--- config.mk ---
export PLATFORM = sky130hd
export DESIGN_NAME = wb_reg_bank
export DESIGN_NICKNAME = d
export VERILOG_FILES = /design/src/rtl/wb_reg_pkg.sv /design/src/rtl/wb_reg_cell.sv /design/src/rtl/wb_reg_bank.sv
export SDC_FILE = /design/constraint.sdc
export NUM_CORES = 1
export LEC_CHECK = 0
export BUFFER_PORTS_ARGS = -buffer_cell sky130_fd_sc_hd__buf_2
export CORE_UTILIZATION = 47
export DETAILED_ROUTE_END_ITERATION = 10
export GPL_TIMING_DRIVEN = 0
export MAX_ROUTING_LAYER = met4
export PLACE_DENSITY_LB_ADDON = 0.15
export SYNTH_ARGS = -nofsm -noshare
export SYNTH_HDL_FRONTEND = slang
export SYNTH_SLANG_ARGS = --single-unit
--- constraint.sdc ---
create_clock -name clk -period 4 [get_ports clk]
set_input_delay 0.4 -clock clk [delete_from_list [all_inputs] [get_ports clk]]
set_output_delay 0.4 -clock clk [all_outputs]
set_load 0.005 [all_outputs]
--- src/rtl/wb_reg_pkg.sv ---
// Shared types and helpers for the Wishbone register bank.
package wb_reg_pkg;

  // Access mode, taken from the two address bits just above the byte-lane offset.
  typedef enum logic [1:0] {
    REG_WRITE  = 2'd0,
    REG_SET    = 2'd1,
    REG_CLEAR  = 2'd2,
    REG_INVERT = 2'd3
  } reg_mode_e;

  // Merge rule for a granule. Every bit of a granule merges independently,
  // so the rule is expressed per bit and applied across the selected lanes.
  function automatic logic reg_merge(input logic last, input logic dat, input reg_mode_e mode);
    logic r;
    r = last;
    case (mode)
      REG_WRITE:  r = dat;
      REG_SET:    r = last | dat;
      REG_CLEAR:  r = last & ~dat;
      REG_INVERT: r = last ^ dat;
      default:    r = last;
    endcase
    return r;
  endfunction

endpackage

--- src/rtl/wb_reg_cell.sv ---
// One read/write register with per-granule merge, write enable and async reset.
module wb_reg_cell
  import wb_reg_pkg::*;
#(
  parameter int                    DATA_WIDTH   = 32,
  parameter int                    SELECT_WIDTH = 4,
  parameter logic [DATA_WIDTH-1:0] RESET_VAL    = '0
) (
  input  logic                    clk,
  input  logic                    reset_n,
  input  logic                    en,
  input  logic [1:0]              mode,
  input  logic [SELECT_WIDTH-1:0] sel,
  input  logic [DATA_WIDTH-1:0]   dat,
  output logic [DATA_WIDTH-1:0]   q
);

  localparam int GW = DATA_WIDTH / SELECT_WIDTH;

  reg_mode_e             mode_e;
  logic [DATA_WIDTH-1:0] nxt;

  assign mode_e = reg_mode_e'(mode);

  // Selected granules take the merged value; unselected granules hold.
  for (genvar b = 0; b < DATA_WIDTH; b++) begin : g_bit
    assign nxt[b] = sel[b / GW] ? reg_merge(q[b], dat[b], mode_e) : q[b];
  end

  // Storage: commit the merged word on an enabled edge.
  always_ff @(posedge clk or negedge reset_n) begin
    if (!reset_n) begin
      q <= RESET_VAL;
    end else if (en) begin
      q <= nxt;
    end
  end

endmodule

--- src/rtl/wb_reg_bank.sv ---
// Wishbone B3 slave register bank: address-decoded write/set/clear/invert modes,
// read-only hardware inputs, registered ack/err (one wait state) and access strobes.
//
// Handshake: a request is cyc & stb while neither ack nor err is high. On the edge
// after a request exactly one of ack/err rises for one cycle; the slave ignores
// stb during that cycle, so a held stb yields one transfer every second cycle.
module wb_reg_bank
  import wb_reg_pkg::*;
#(
  parameter int                              DATA_WIDTH   = 32,
  parameter int                              SELECT_WIDTH = 4,
  parameter int                              NUM_REGS     = 4,
  parameter int                              ADR_WIDTH    = 32,
  parameter logic [NUM_REGS-1:0]             RO_MASK      = '0,
  parameter logic [NUM_REGS*DATA_WIDTH-1:0]  RESET_PAT    = '0,
  parameter logic [1:0]                      TGD          = 2'h0
) (
  input  logic                           clk,
  input  logic                           reset_n,
  input  logic                           bus_cyc,
  input  logic                           bus_stb,
  input  logic                           bus_we,
  input  logic [ADR_WIDTH-1:0]           bus_adr,
  input  logic [SELECT_WIDTH-1:0]        bus_sel,
  input  logic [DATA_WIDTH-1:0]          bus_dat_m2s,
  output logic [DATA_WIDTH-1:0]          bus_dat_s2m,
  output logic                           bus_ack,
  output logic                           bus_err,
  output logic                           bus_rty,
  output logic [1:0]                     bus_tgd_s2m,
  input  logic [NUM_REGS*DATA_WIDTH-1:0] in,
  output logic [NUM_REGS*DATA_WIDTH-1:0] out,
  output logic [NUM_REGS-1:0]            wr_stb,
  output logic [NUM_REGS-1:0]            rd_stb
);

  localparam int SB = $clog2(SELECT_WIDTH);
  localparam int IB = (NUM_REGS > 1) ? $clog2(NUM_REGS) : 1;

  logic                  ack_q;
  logic                  err_q;
  logic [DATA_WIDTH-1:0] dat_q;
  logic [1:0]            mode;
  logic [IB-1:0]         idx;
  logic [NUM_REGS-1:0]   hit;
  logic                  idx_ok;
  logic                  ro_hit;
  logic                  legal;
  logic                  req;
  logic [NUM_REGS-1:0]   wr_en;
  logic [NUM_REGS-1:0]   rd_en;
  logic [DATA_WIDTH-1:0] rdata;
  logic [DATA_WIDTH-1:0] cell_q [NUM_REGS];
  logic                  unused_ok;

  assign mode = bus_adr[SB+1:SB];
  assign idx  = bus_adr[SB+2+IB-1:SB+2];

  // One-hot register decode; an index past the bank end hits nothing.
  always_comb begin
    hit = '0;
    for (int i = 0; i < NUM_REGS; i++) begin
      hit[i] = (idx == IB'(i));
    end
  end

  assign idx_ok = |hit;
  assign ro_hit = |(hit & RO_MASK);
  assign legal  = idx_ok & ~(bus_we & ro_hit);
  assign req    = bus_cyc & bus_stb & ~ack_q & ~err_q;

  // A zero-sel write is still acked but neither changes the register nor strobes.
  assign wr_en = {NUM_REGS{req & legal & bus_we & (|bus_sel)}} & hit & ~RO_MASK;
  assign rd_en = {NUM_REGS{req & legal & ~bus_we}} & hit;

  // Read mux: RO registers return the live hardware input, RW ones their storage.
  always_comb begin
    rdata = '0;
    for (int i = 0; i < NUM_REGS; i++) begin
      if (hit[i]) begin
        rdata = RO_MASK[i] ? in[i*DATA_WIDTH +: DATA_WIDTH] : cell_q[i];
      end
    end
  end

  for (genvar i = 0; i < NUM_REGS; i++) begin : g_reg
    if (!RO_MASK[i]) begin : g_rw
      wb_reg_cell #(
        .DATA_WIDTH  (DATA_WIDTH),
        .SELECT_WIDTH(SELECT_WIDTH),
        .RESET_VAL   (RESET_PAT[i*DATA_WIDTH +: DATA_WIDTH])
      ) u_cell (
        .clk    (clk),
        .reset_n(reset_n),
        .en     (wr_en[i]),
        .mode   (mode),
        .sel    (bus_sel),
        .dat    (bus_dat_m2s),
        .q      (cell_q[i])
      );
    end else begin : g_ro
      assign cell_q[i] = '0;
    end
    assign out[i*DATA_WIDTH +: DATA_WIDTH] = cell_q[i];
  end

  // Response, read-data and strobe registers; all clear immediately on reset.
  always_ff @(posedge clk or negedge reset_n) begin
    if (!reset_n) begin
      ack_q  <= 1'b0;
      err_q  <= 1'b0;
      wr_stb <= '0;
      rd_stb <= '0;
      dat_q  <= '0;
    end else begin
      ack_q  <= req & legal;
      err_q  <= req & ~legal;
      wr_stb <= wr_en;
      rd_stb <= rd_en;
      if (|rd_en) begin
        dat_q <= rdata;
      end
    end
  end

  assign bus_ack     = ack_q;
  assign bus_err     = err_q;
  assign bus_rty     = 1'b0;
  assign bus_tgd_s2m = TGD;
  assign bus_dat_s2m = dat_q;

  // Upper address bits and RW slices of the input bus are intentionally ignored.
  assign unused_ok = ^{in, bus_adr};

endmodule

### Yosys cells after proc, flatten, opt, wreduce, memory -nomap -nowiden

Index checks and enable logic that the tools add are counted.

| operators by class | value |
|---|---|
| bitwise gates (word level) | 430 |
| mux-type cells | 132 |
| equality and inequality tests | 6 |
| reduce and logical (&&, ||, !) cells | 21 |

Operator list:

| operator | number |
|---|---|
| $pmux W1 S4 | 128 |
| $and A1 B1 Y1 | 136 |
| $mux W32 | 4 |
| $or A1 B1 Y1 | 128 |
| $xor A1 B1 Y1 | 128 |
| $not A1 Y1 | 36 |
| $reduce_and A2 Y1 | 16 |
| $reduce_or A4 Y1 | 3 |
| $and A4 B4 Y4 | 2 |
| $eq A2 B2 Y1 const B | 4 |
| $eq A2 B1 Y1 const B | 2 |
| $logic_not A2 Y1 | 2 |

| storage, ports and cells | value |
|---|---|
| output and inout port bits | 173 |
| logic and storage cells | 610 |
| register bits | 170 |
| input bits | 201 |

### Longest topological paths before layout

Gate-level depths: netlist of run 1.

| depth | value |
|---|---|
| depth in word-level cells | 8 |
| mapped depth | 6 |
| mapped depth without buffers | 5 |

### By module

A second synthesis of run 1 with hierarchy kept.

| unflattened totals | value |
|---|---|
| cell total of the unflattened synthesis | 1,254 |
| area, all modules | 14,780.4 µm² |

By module, submodules not included:

| module | cells an instance | area an instance (µm²) | times used |
|---|---|---|---|
| wb_reg_cell at g_reg[0].g_rw.u_cell ... | 283 | 3,115.5 | 2 |
| wb_reg_cell at g_reg[2].g_rw.u_cell ... | 276 | 3,111.7 | 2 |
| wb_reg_bank | 136 | 2,326.0 | 1 |

### Least setup slack after synthesis of run 1

OpenSTA, ideal clock, no wires.

| timing path | value |
|---|---|
| path kind | in2reg |
| start point | input port bus_adr[4] |
| end point | register dat_q[22], in the netlist bus_dat_s2m[22] |
| arrival time | 1,768 ps |
| slack | 2,107 ps |
| library setup time | 125 ps |
| stages | 5 |
| cells stage by stage | clkbuf_1 -> buf_6 -> buf_4 -> mux4_2 -> mux2_2 |

| between the ends | value |
|---|---|
| word-level cells in the longest chain between the ends | 6 |
| elaborated cells on any way between the ends | 13 |
| those cells by class | eq/ne (3); mux (4); bitwise (3); reduce/logical (3) |

Ends and longest elaborated chain:

| what | line | source |
|---|---|---|
| from (decl) | wb_reg_bank.sv:23 | `input logic [ADR_WIDTH-1:0] bus_adr,` |
| $eq A2 B1 Y1 (tied with other cells) | wb_reg_bank.sv:63 | `hit[i] = (idx == IB'(i));` |
| $reduce_or A4 Y1 | wb_reg_bank.sv:67 | `assign idx_ok = \|hit;` |
| $and A1 B1 Y1 (2 in series) | wb_reg_bank.sv:74 | `assign rd_en = {NUM_REGS{req & legal & ~bus_we}} & hit;` |
| $and A4 B4 Y4 | wb_reg_bank.sv:74 |  |
| $reduce_or A4 Y1 | wb_reg_bank.sv:120 | `if (\|rd_en) begin` |
| to (signal assigned) | wb_reg_bank.sv:121 | `dat_q <= rdata;` |
| to (decl) | wb_reg_bank.sv:42 | `logic [DATA_WIDTH-1:0] dat_q;` |

Parallel ways exist; a longest one is shown, timed or not.
A chain may end at the register's enable or synchronous reset.

### Worst setup path after layout of run 1

| timing path | value |
|---|---|
| start point | register ack_q, in the netlist bus_ack |
| end point | register g_reg[0].g_rw.u_cell.q[9] |

| between the ends | value |
|---|---|
| word-level cells in the longest chain between the ends | 8 |

Ends and longest elaborated chain:

| what | line | source |
|---|---|---|
| from (decl) | wb_reg_bank.sv:40 | `logic ack_q;` |
| from (signal assigned) | wb_reg_bank.sv:116 | `ack_q <= req & legal;` |
| $not A1 Y1 | wb_reg_bank.sv:70 | `assign req = bus_cyc & bus_stb & ~ack_q & ~err_q;` |
| $and A1 B1 Y1 (2 in series) | wb_reg_bank.sv:70 |  |
| $and A1 B1 Y1 (3 in series) | wb_reg_bank.sv:73 | `assign wr_en = {NUM_REGS{req & legal & bus_we & (\|bus_sel)}} & hit & ~RO_MASK;` |
| $and A4 B4 Y4 | wb_reg_bank.sv:73 |  |
| $reduce_and A2 Y1 (no line) | - |  |
| to (signal assigned) | wb_reg_cell.sv:35 | `q <= nxt;` |
| to (decl) | wb_reg_cell.sv:15 | `output logic [DATA_WIDTH-1:0] q` |

No other way between the ends.

==> results of run 1 <==
==> final timing paths <==
| kind | start | to | slack (ns) | depth (start not counted) |
|---|---|---|---|---|
| min | bus_we | bus_dat_s2m[21]$_DFFE_PN0P_ | 0.34 | 3 |
| max reg2reg | bus_ack$_DFF_PN0_ | g_reg[0].g_rw.u_cell.q[9]$_DFFE_PN0P_ | 1.60 | 5 |
| min in group asynchronous | reset_n | g_reg[2].g_rw.u_cell.q[5]$_DFFE_PN0P_ | 0.49 | 2 |
| max in group asynchronous | reset_n | g_reg[2].g_rw.u_cell.q[22]$_DFFE_PN0P_ | 2.54 | 3 |
| max | bus_ack$_DFF_PN0_ | g_reg[0].g_rw.u_cell.q[9]$_DFFE_PN0P_ | 1.60 | 5 |
| min reg2reg | bus_dat_s2m[4]$_DFFE_PN0P_ | bus_dat_s2m[4]$_DFFE_PN0P_ | 0.50 | 1 |
==> state kept, by name, indices dropped and copies added (netlist names) <==
register and cells:
bus_ack 1, bus_dat_s2m 32, bus_err 1, g.g_rw.u_cell.q 128, rd_stb 4, wr_stb 4
==> layer usage <==
layer  part of all wire (%)  vias up  global-route usage (%)
li1                       -     4379                       -
met5                      0        -                       -
met4                    2.3        0                    7.73
met2                     46      260                    40.1
met1                     45     5045                    35.4
met3                    6.4       44                    5.48
==> cell families (layout without fill, tap and decap cells) <==
| kind of cell | after synthesis | in the layout | share of synthesized area, % |
|---|---|---|---|
| AO/OA/AOI/OAI | 7 | 7 | 0.265 |
| adder cells (fa/ha/maj) | 256 | 256 | 21.9 |
| buffers and inverters | 340 | 582 | 9.41 |
| flip-flops | 170 | 170 | 29.1 |
| multiplexers | 317 | 317 | 36.7 |
| other | 1 | 6 | 0.0256 |
| AND/OR/NAND/NOR | 33 | 33 | 2.66 |
==> cell type report <==
type                    instances  area (sq um)  share of cell area [%]
plain buffers                  50           289                    1.72
clock buffers                  22           484                    2.88
diodes                          2          5.00                  0.0297
well taps                     396           495                    2.94
repair buffers                211          1090                    6.49
clock inverters                 9           113                   0.669
multi-input cells             617          9020                    53.5
inverters                     290          1090                    6.46
flip-flops and latches        170          4250                    25.3
==> through the flow <==
stage | hold slack (ns) | utilization [%]
2_1_floorplan | 0.104 | -
3_3_place_gp | 0.487 | 52.9
3_5_place_dp | 0.391 | 53.1
4_1_cts | 0.330 | 55.0
5_1_grt | 0.366 | 55.1
6_report | 0.342 | 55.1
==> synth_stat cells, drive strengths merged <==
| library cell | instances |
|---|---|
| inv | 290 |
| ha | 256 |
| dfrtp | 170 |
| mux4 | 160 |
| mux2 | 157 |
| buf | 40 |
| nor3 | 12 |
| clkbuf | 10 |
| nor4 | 10 |
| o21ai | 6 |
| nand2 | 5 |
| nor2 | 3 |
| conb | 1 |
| nand2b | 1 |
| nand4bb | 1 |
| o41ai | 1 |
| or2 | 1 |
==> power by group <==
part           switching, mW  internal, mW  total [mW]
logic                  0.699         0.847        1.55
registers              0.256          1.94        2.19
clock network          0.768         0.988        1.76
total                   1.72          3.77        5.50
==> critical path: stages (launching register included) <==
cell,delay (ns)
dfrtp_1,0.42
nand4bb_1,0.27
buf_6,0.22
buf_12,0.17
nor4_4,0.78
mux2_2,0.42
==> impl_metrics.py, run 1 <==
metrics = {
    "outcome": {
        "outcome": "finished, final reports clean",
    },
    "cells_and_area": {
        "postLayoutCellArea_sq_mm": 0.0168,
        "nNetsFinal": 1814,
        "drive_above_1_share_pct": 44.9,
        "final_cell_mix": "inv_1, ha_1, buf_2, dfrtp_1, mux4_2",
        "finalNonFillerCells": 1767,
        "area_growth_pct": 15.0,
        "layout_commonest_cell": "inv_1",
        "fill_cells": 2682,
    },
    "worst_setup_path": {
        "critPathLaunchType": "flip-flop",
        "path_class": "reg -> reg",
        "worstSetupEndpointType": "flip-flop",
        "path_max_fanout": 10,
        "cp.required_ns": 4.34,
        "cp.arrival_ns": 2.74,
    },
    "sta": {
        "fin_setup_tns_ns": 0,
        "hold_violations": 0,
        "rsz0062_at_grt": "false",
        "tightest_slew_ns": 1.17,
        "fmax_mhz": 417,
        "finalClockSkew_ns": 0.0145,
        "finalWorstSetupSlack_ns": 1.60,
        "finalCriticalPeriod_ns": 2.40,
        "drv_slew": 0,
        "slew_headroom_pct": 21.9,
        "setup_violations": 0,
        "fin_crit_sh_pct": 60.0,
    },
    "hold_path": {
        "hold_path_class": "in -> reg",
    },
    "pwr": {
        "p_per_area_mw_per_mm2": 326,
        "ir_worst_vdd_mv": 0.293,
        "power_mw": 5.50,
        "power_leakage_nw": 8.78,
    },
    "clock_network": {
        "path_clk_slew_ns": 0.07,
        "root_buffer": "clkbuf_16",
        "clk_path_buf_depth": 2,
        "cts_resized": 0,
        "cts_hold_buf": 1,
        "ctsHtreeMaxLevel": 4,
        "cts.sinks": 170,
        "numCtsBuffers": 17,
        "cts_tree": "yes",
        "clk_latency_ns": 0.45,
        "postCtsSetupRepairBufs": 0,
    },
    "floorplan": {
        "die-area_sq_mm": 0.0319,
        "core_sq_mm": 0.0306,
        "die_w_microns": 178,
        "fp.dieH_microns": 178,
        "rows": 64,
        "start_util_pct": 47.9,
        "io_pins": 374,
    },
    "routing": {
        "dr.pass1.iters": 5,
        "wl_microns": 38900,
        "wl_per_cell_microns": 22.0,
        "drc": 0,
        "viasPerCell": 5.51,
        "first_iter_violations": 508,
        "final_antenna_net_count": 0,
        "num_vias": 9728,
    },
    "place": {
        "dp_slack_ns": 1.38,
        "dp_hpwl_microns": 27400,
        "portBuffers": 209,
        "placed_cell_area_sq_mm": 0.0162,
        "finalWeightedCongestion": 0.781,
        "placedCellCount": 1733,
    },
    "logic_synthesis": {
        "synth_cell_types": 26,
        "syn_area_sq_mm": 0.0146,
        "synthCells": 1124,
        "synth.top_cell.area_share_pct": 29.1,
        "yosys_warnings": 0,
        "synth.avg_cell_area_sq_um": 13.0,
        "ys_top_cells_by_area": "dfrtp_1, mux4_2, ha_1",
        "ys_seq_area_share_pct": 29.1,
        "synth.largest_area_cell": "dfrtp_1",
        "synth_seq_cells": 170,
    },
    "grt": {
        "antenna_found_initial": 2,
        "grt-ovfl-total": 0,
        "grt_pass1_vias": 9588,
        "grtUsageTotal_pct": 26.3,
        "grt_pass1_wl_microns": 58700,
        "grt_start_max_net_pins": 111,
    },
    "run": {
        "maxCapViolCount": 0,
    },
}
(Power assumes the default switching activity.)
==> inputs of run 2 (changes only) <==
ABC_AREA = 1   (was not set)
clock period = 2 ns   (was 4 ns; I/O delays follow)
==> impl_metrics.py, run 2 <==
metrics = {
    "floorplan": {
        "fp.dieH_microns": 180,
        "core_sq_mm": 0.0310,
        "rows": 64,
        "io_pins": 374,
        "start_util_pct": 48.3,
        "die-area_sq_mm": 0.0326,
        "die_w_microns": 180,
    },
    "run": {
        "maxCapViolCount": 0,
    },
    "clock_network": {
        "cts_tree": "yes",
        "path_clk_slew_ns": 0.07,
        "ctsHtreeMaxLevel": 4,
        "postCtsSetupRepairBufs": 0,
        "clk_path_buf_depth": 2,
        "numCtsBuffers": 17,
        "cts.sinks": 170,
        "clk_latency_ns": 0.47,
        "root_buffer": "clkbuf_16",
    },
    "worst_setup_path": {
        "critPathLaunchType": "flip-flop",
        "cp.arrival_ns": 2.33,
        "cpMaxStageDelayCell": "nand3_1",
        "path_class": "reg -> reg",
        "path_max_fanout": 8,
        "max_stage_delay_ns": 0.59,
        "cp.required_ns": 2.34,
        "cp_cell_sequence": "nor2_1, nand3_1, nor2_4, nand3_1, nand2_1, nand2_1",
        "worstSetupEndpointType": "flip-flop",
    },
    "logic_synthesis": {
        "synth_top_family_by_area": "simple AND/OR/NAND/NOR gates",
        "ys_seq_area_share_pct": 28.4,
        "synthCells": 2063,
        "synth-simple-area-share_pct": 36.5,
        "synth.largest_area_cell": "dfrtp_1",
        "synth-async-reset-ratio_pct": 100,
        "yosysMostFrequentCell": "nand2_1",
        "synth-compound-area-share_pct": 1.87,
        "ys_top_cells_by_area": "dfrtp_1, ha_1, nand2_1",
        "syn_area_sq_mm": 0.0150,
        "synth.top_cell.area_share_pct": 28.4,
        "synth_common_cells": "nand2_1, nand3_1, inv_1, ha_1, dfrtp_1",
        "synth_seq_cells": 170,
        "synth_cell_types": 22,
        "ys.flop_type": "dfrtp_1",
        "synth_fa_ha_area_share_pct": 21.4,
        "synth.avg_cell_area_sq_um": 7.25,
        "synth_xor_area_share_pct": 0,
        "synth-edff-count": 0,
        "yosys_warnings": 0,
        "synthMuxAreaShare_pct": 0,
    },
    "routing": {
        "wl_microns": 62300,
        "met3WireLength_microns": 7240,
        "dr.pass1.iters": 7,
        "wl_met1_microns": 24800,
        "viasPerCell": 5.98,
        "final_antenna_net_count": 0,
        "first_iter_violations": 2069,
        "drc": 0,
        "met2WireLength_microns": 27000,
        "num_vias": 16200,
        "wl_per_cell_microns": 23.0,
        "dr.max_layer_used": "met4",
    },
    "pwr": {
        "p_int_mw": 6.90,
        "power_mw": 10.8,
        "p_comb_share_pct": 25.8,
        "power_leakage_nw": 9.63,
        "clkPwrFrac_pct": 34.8,
        "switching_share_pct": 36.1,
        "seq_power_share_pct": 39.4,
        "ir_worst_vdd_mv": 0.704,
        "p_per_area_mw_per_mm2": 628,
        "power_switching_mw": 3.90,
    },
    "grt": {
        "antenna_found_initial": 0,
        "grt_start_max_net_pins": 94,
        "grt_pass1_vias": 15100,
        "grt-ovfl-total": 0,
        "grt_pass1_wl_microns": 93100,
        "grtUsageTotal_pct": 39.6,
    },
    "cells_and_area": {
        "finalNonFillerCells": 2704,
        "drive_above_1_share_pct": 14.3,
        "postLayoutCellArea_sq_mm": 0.0172,
        "top_register": "g.g_rw.u_cell.q",
        "area_growth_pct": 15.0,
        "nNetsFinal": 2752,
        "layout_commonest_cell": "nand2_1",
        "largest_register_ff_count": 128,
        "num_antenna_cells": 0,
        "final_cell_mix": "nand2_1, nand3_1, inv_1, ha_1, buf_2",
        "final_core_util_pct": 55.5,
    },
    "place": {
        "dp_hpwl_microns": 42800,
        "placedCellCount": 2671,
        "portBuffers": 208,
        "dp_slack_ns": -0.396,
        "finalWeightedCongestion": 0.938,
        "placed_cell_area_sq_mm": 0.0165,
    },
    "sta": {
        "finalClockSkew_ns": 0.0116,
        "tightest_slew_ns": 1.27,
        "finalCriticalPeriod_ns": 1.99,
        "slew_headroom_pct": 15.6,
        "drv_slew": 0,
        "finalWorstSetupSlack_ns": 0.0144,
        "holdWs_ns": 0.0282,
        "setup_violations": 0,
        "fin_crit_sh_pct": 99.3,
        "fin_setup_tns_ns": 0,
        "hold_violations": 0,
        "fmax_mhz": 504,
        "rsz0062_at_grt": "true",
    },
    "hold_path": {
        "hold_path_class": "in -> reg",
    },
    "outcome": {
        "outcome": "finished, final reports clean",
    },
}
-- run 2: changes by cell type after synthesis, moves of 26 or more --
cell,delta
mux2_2,-157
nand3_1,+422
clkbuf_1,+46
mux4_2,-160
nand4_1,+128
nand2_1,+559
o21ai_0,+26
-- run 2: path summary, 6_finish.rpt --
kind | start | end | slack [ns] | depth (start not counted)
min reg2reg | bus_dat_s2m[28]$_DFFE_PN0P_ | bus_dat_s2m[28]$_DFFE_PN0P_ | 0.48 | 2
min | bus_stb | bus_ack$_DFF_PN0_ | 0.03 | 3
max reg2reg | bus_ack$_DFF_PN0_ | g_reg[3].g_rw.u_cell.q[30]$_DFFE_PN0P_ | 0.01 | 6
max | bus_ack$_DFF_PN0_ | g_reg[3].g_rw.u_cell.q[30]$_DFFE_PN0P_ | 0.01 | 6
min in group asynchronous | reset_n | rd_stb[2]$_DFF_PN0_ | 0.38 | 2
max in group asynchronous | reset_n | g_reg[1].g_rw.u_cell.q[10]$_DFFE_PN0P_ | 0.70 | 3
-- run 2: cell families (layout without fill, tap and decap cells) --
family	Yosys count	after routing
simple gates	1162	1162
other cells	1	4
compound gates	48	48
buf+inv	426	668
flops	170	170
fa+ha+maj	256	256
-- run 2: critical path, delay by kind of cell, from the launching register on --
kind	cells	cell delay (ns)
and+or+nand+nor	6	1.47
DFF	1	0.39
-- run 2: metal layers --
| metal | GRT usage [%] | up-vias |
|---|---|---|
| li1 | - | 7170 |
| met1 | 51.2 | 7708 |
| met2 | 58.2 | 1075 |
| met3 | 7.72 | 222 |
| met4 | 21.2 | 0 |
| met5 | - | - |
-- run 2: final cells by class --
cell class / count / area (sq um)
Clock inverter: 14 / 196
Clock buffer: 18 / 439
Sequential cell: 170 / 4250
Tap cell: 396 / 495
Timing Repair Buffer: 210 / 1090
Inverter: 299 / 1120
Multi-Input combinational cell: 1470 / 8960
Fill cell: 3038 / 13800
Buffer: 127 / 651
-- run 2: power groups by stage --
stage | clock network [mW] | registers [mW] | logic (mW)
finish | 3.76 | 4.25 | 2.79
global route | 3.90 | 4.30 | 3.12
CTS | 3.78 | 4.23 | 2.74
detailed placement | 0 | 4.29 | 2.71
global placement | 0 | 4.28 | 2.60
floorplan | 0 | 4.20 | 1.56
-- run 2: timing repair --
item / in CTS / in global routing
setup endpoints to repair: 30 / 14
hold buffers: 1 / 0
cloned: 0 / 0
endpoints found under the hold margin: 92 / 0
pin swaps: 0 / 0
resized for setup: 4 / 3
